## src/rtl/im_loader.sv

```systemverilog
// Program-load writer: assembles a little-endian byte stream into 32-bit words for the instruction store.
// Optional trailer checksum check is enabled with `define LOADER_CHECKSUM_EN.
module im_loader #(
    parameter logic [31:0] BASE_ADDR = 32'h0000_3000,
    parameter int          DEPTH     = 1024,
    parameter int          LW        = 11
) (
    input  logic          clk,
    input  logic          reset,
    input  logic          start,
    input  logic [LW-1:0] len_words,
    input  logic          byte_valid,
    input  logic [7:0]    byte_data,
    output logic          byte_ready,
    output logic          we,
    output logic [31:0]   waddr,
    output logic [31:0]   wdata,
    output logic          busy,
    output logic          done,
    output logic [LW-1:0] word_count,
    output logic          err
);

    typedef enum logic [2:0] {
        IDLE,
        RECV,
        WRITE,
`ifdef LOADER_CHECKSUM_EN
        CSUM,
`endif
        DONE
    } state_t;

    localparam logic [LW-1:0] DEPTH_W = LW'(DEPTH);

    state_t        state_reg, state_next;
    logic [LW-1:0] len_reg;
    logic [LW-1:0] word_count_reg;
    logic [LW-1:0] word_count_inc;
    logic [LW-1:0] len_clamped;
    logic [1:0]    byte_cnt_reg;
    logic          xfer;

    assign len_clamped    = (len_words > DEPTH_W) ? DEPTH_W : len_words;
    assign word_count_inc = word_count_reg + LW'(1);
    assign xfer           = byte_valid & byte_ready;
    assign word_count     = word_count_reg;
    // Address is derived from the word counter, so it can never run past the clamped length.
    assign waddr          = BASE_ADDR + (32'(word_count_reg) << 2);

    always_ff @(posedge clk or posedge reset) begin
        if (reset) begin
            state_reg <= IDLE;
        end else begin
            state_reg <= state_next;
        end
    end

    always_comb begin
        state_next = state_reg;
        byte_ready = 1'b0;
        busy       = 1'b0;
        we         = 1'b0;
        done       = 1'b0;
        case (state_reg)
            IDLE: begin
                if (start) begin
                    state_next = (len_clamped == '0) ? DONE : RECV;
                end
            end
            RECV: begin
                byte_ready = 1'b1;
                busy       = 1'b1;
                if (byte_valid && byte_cnt_reg == 2'd3) begin
                    state_next = WRITE;
                end
            end
            WRITE: begin
                we   = 1'b1;
                busy = 1'b1;
                if (word_count_inc == len_reg) begin
`ifdef LOADER_CHECKSUM_EN
                    state_next = CSUM;
`else
                    state_next = DONE;
`endif
                end else begin
                    state_next = RECV;
                end
            end
`ifdef LOADER_CHECKSUM_EN
            CSUM: begin
                byte_ready = 1'b1;
                busy       = 1'b1;
                if (byte_valid && byte_cnt_reg == 2'd3) begin
                    state_next = DONE;
                end
            end
`endif
            DONE: begin
                done       = 1'b1;
                state_next = IDLE;
            end
            default: state_next = IDLE;
        endcase
    end

    always_ff @(posedge clk or posedge reset) begin
        if (reset) begin
            len_reg        <= '0;
            word_count_reg <= '0;
            byte_cnt_reg   <= '0;
        end else begin
            if (state_reg == IDLE && start) begin
                len_reg        <= len_clamped;
                word_count_reg <= '0;
                byte_cnt_reg   <= '0;
            end else begin
                if (xfer) begin
                    byte_cnt_reg <= byte_cnt_reg + 2'd1;
                end
                if (state_reg == WRITE) begin
                    word_count_reg <= word_count_inc;
                end
            end
        end
    end

    // One register per byte lane; the lane selected by the byte counter captures the stream byte.
    generate
        for (genvar gi = 0; gi < 4; gi++) begin : g_lane
            logic [7:0] lane_reg;
            always_ff @(posedge clk or posedge reset) begin
                if (reset) begin
                    lane_reg <= '0;
                end else if (xfer && byte_cnt_reg == 2'(gi)) begin
                    lane_reg <= byte_data;
                end
            end
            assign wdata[8*gi +: 8] = lane_reg;
        end
    endgenerate

`ifdef LOADER_CHECKSUM_EN
    logic [31:0] sum_reg;
    logic        err_reg;

    // The trailer reuses the byte lanes; its top byte is compared straight off the stream.
    always_ff @(posedge clk or posedge reset) begin
        if (reset) begin
            sum_reg <= '0;
            err_reg <= 1'b0;
        end else begin
            if (state_reg == IDLE && start) begin
                sum_reg <= '0;
                err_reg <= 1'b0;
            end else if (state_reg == WRITE) begin
                sum_reg <= sum_reg + wdata;
            end else if (state_reg == CSUM && xfer && byte_cnt_reg == 2'd3) begin
                err_reg <= ({byte_data, wdata[23:0]} != sum_reg);
            end
        end
    end

    assign err = err_reg;
`else
    assign err = 1'b0;
`endif

endmodule

```

## config.mk

```make
export PLATFORM = sky130hd
export DESIGN_NAME = im_loader
export DESIGN_NICKNAME = d
export VERILOG_FILES = /design/src/rtl/im_loader.sv
export SDC_FILE = /design/constraint.sdc
export NUM_CORES = 1
export LEC_CHECK = 0
export CAP_MARGIN = 20
export CORE_UTILIZATION = 45
export DETAILED_ROUTE_END_ITERATION = 8
export GPL_TIMING_DRIVEN = 1
export PLACE_DENSITY = 0.89
export SETUP_SLACK_MARGIN = 0.4
export SLEW_MARGIN = 25
export SYNTH_ARGS = -nofsm -noshare
export SYNTH_HDL_FRONTEND = slang
export SYNTH_SLANG_ARGS = --single-unit
```

## constraint.sdc

```tcl
create_clock -name clk -period 5.5 [get_ports clk]
set_clock_uncertainty 0.15 [all_clocks]
set_input_delay 0.55 -clock clk [delete_from_list [all_inputs] [get_ports clk]]
set_output_delay 0.55 -clock clk [all_outputs]
set_load 0.005 [all_outputs]
```

==> impl_metrics.ini <==
[place]
gpl.final_weighted_congestion = 0.847
dpl.hpwl_mm = 4.91
placed_cell_area_um2 = 3790
io_buffers = 82
placed_cells_incl_taps = 423
pre_cts_ws_ns = 3.02

[power_and_ir_drop]
power.total_mw = 1.88
ir_drop_mv = 0.331
p_leak_nw = 1.80
power_per_cell_area_nw_per_um2 = 467

[critical_path]
r2r-end = state_reg[1]
endpoint_arrival_time_on_the_critical_path_ns = 1.81
worst_setup_path_end_kind = primary output
worst_r2r_startpoint = word_count[0]
critical_path_required_ns = 4.80
crit_chain = inv_1 -> ha_1 -> clkdlybuf4s50_1
cp_class = flip-flop to primary output
critical-path-max-stage-delay_ns = 0.58
cp_max_fo = 9
reg2reg_setup_slack_ns = 3.11
critPathBufInv = 2
timing.critical_path.from_type = flip-flop
worst-r2r-cell-count = 6
critPathTopFamily = buffers and inverters
critPathSlowestCell = clkdlybuf4s50_1

[die]
floorplan.io_pins = 103
die_area_um2 = 7240
std_cell_rows = 29
core_area_um2 = 6490
starting_density_of_the_core = 0.478
floorplan.die.height_um = 85.1
dieWidth_um = 85.1

[global_routing]
grt.total_usage = 0.204
number_of_antenna_violations_at_the_first_check_in_global_routing = 0
globalRoute.totalOverflow = 0
grt_max_degree = 59
first_global_vias = 2214
grt_pass1_wl_mm = 11.3

[worst_hold_path]
hold_path_end = len_reg[9]
hold_start = len_reg[9]
holdPathStages = 2
hold_class = flip-flop to flip-flop

[sta]
grt_setup_unrepaired = no
whs_ns = 0.348
fin_crit_ns = 2.51
finalSetupViolations = 0
final.setup.tns_ns = 0
worst_slew_pin_slew_ns = 1.00
timing.final.max_slew_violations = 0
worst_slew_margin = 0.330
postLayoutSetupSlackWorst_ns = 2.99
period_share = 0.456
hold_violations = 0
max_freq_ghz = 0.399

[route]
finalWirelength_mm = 6.79
dr_wl_met3_um = 268
via_count = 2281
m1WireLength_mm = 2.99
drt-pass1-iter-count = 4
drtIter0Drc = 119
route.antenna.remaining_nets = 0
wl_per_cell_um = 15.5
route.top_layer_used = met4
wl_met2_mm = 3.35
count_of_unresolved_drc_violations_after_routing = 0
detailed_route_vias_per_instance = 5.20

[cells_and_area]
largest_reg_flops = 32
design_area_um2 = 4020
final_nets = 389
layout-drive-gt1-share = 0.149
final_core_utilization = 0.620
antenna_cells_inserted = 0
final_cell_count_no_fill = 439
area.growth.synth_to_final_pct = 29.5

[logic_synthesis]
yosys_warnings = 0
synth_top_flop_cell = dfrtp_1
synth-edff-count = 0
synthesis.area_per_instance_um2 = 10.9
flops_latches_synth = 58
synth_most_common_cell = dfrtp_1
ys_async_sr_fraction = 1.00
post_synth_instance_area_um2 = 3110
yosys.area.top_type = dfrtp_1
netlist-cell-type-count = 38
post_synth_inst_count = 285
synth_top_cells_by_count = 58 x dfrtp_1, 33 x buf_4, 32 x mux2_2, 22 x nand2_1, 16 x nor2_1
synth_top_cells_by_area = dfrtp_1 47%, mux2_2 12%, buf_4 8.0%, ha_1 3.6%, xnor2_1 3.1%
fraction_of_the_yosys_area_taken_by_sequential_cells = 0.467
fraction_of_post_synthesis_cell_area_in_the_top_cell_type_by_area = 0.467

[clock_network]
root_buffer = clkbuf_8
clock_sinks = 58
cts.hold.buffers_added = 0
cts_max_level = 3
insertion_delay_ns = 0.33
clock_pin_slew_on_the_worst_setup_and_hold_paths_ns = 0.06
ctsLongestPathBuffers = 2
tritoncts_buffers = 9
cts_post_setup_buffers_inserted = 0
post_cts_sizing = 0
cts_tree = done

[job]
max-cap-violations = 0

[status]
outcome = finished clean
[power breakdown]
group          leakage [nW]  internal (mW)  switching, mW  total, mW
logic                 0.926          0.442          0.283      0.725
registers             0.759          0.588          0.118      0.706
clock network         0.117          0.280          0.167      0.448
total                  1.80           1.31          0.568       1.88
[cell type report]
cell class,count,area [µm²]
clock buffers,12,155
clock inverters,4,73.8
fillers,520,2470
inverters,11,41.3
multi-input cells,194,1380
flip-flops and latches,58,1450
well taps,77,96.3
repair buffers,83,828
[metal layers]
metal | vias to the layer above | GRT usage
met3 | 14 | 0.0302
met1 | 1119 | 0.274
met2 | 69 | 0.323
li1 | 1079 | -
met4 | 0 | 0.103
met5 | - | 0
[kinds of logic after synthesis]
logic type	Yosys count	share of synthesized area
fa+ha+maj	9	0.0362
xor+xnor	21	0.0640
flops	58	0.467
other cells	1	0.00121
simple gates	74	0.120
mux	34	0.122
compound gates	36	0.0769
buf+inv	52	0.112
[worst min-delay path: stages, from the launching register on]
cell     delay [ns]
dfrtp_1        0.35
nand2_1        0.05
o21ai_0        0.06
[cells in the final DEF (no fill, tap or decap), drive strengths merged, types with 11 or more instances in the layout]
cell type	Yosys	layout
clkdlybuf4s50	0	82
nor2	16	16
xnor2	11	11
mux2	32	32
o21ai	12	12
clkbuf	4	12
nand3	13	13
dfrtp	58	58
conb	1	20
inv	11	11
nand2	22	22
[worst max path at each step]
stage	startpoint	end	cells after the start
after CTS	state_reg[0]	we	3
after floorplan	reset	byte_cnt_reg[0]	1
after global routing	state_reg[0]	we	3
after detailed placement	byte_valid	state_reg[1]	6
after global placement	start	state_reg[0]	5
final	state_reg[0]	we	3
Power figures use the tool's default switching activity.
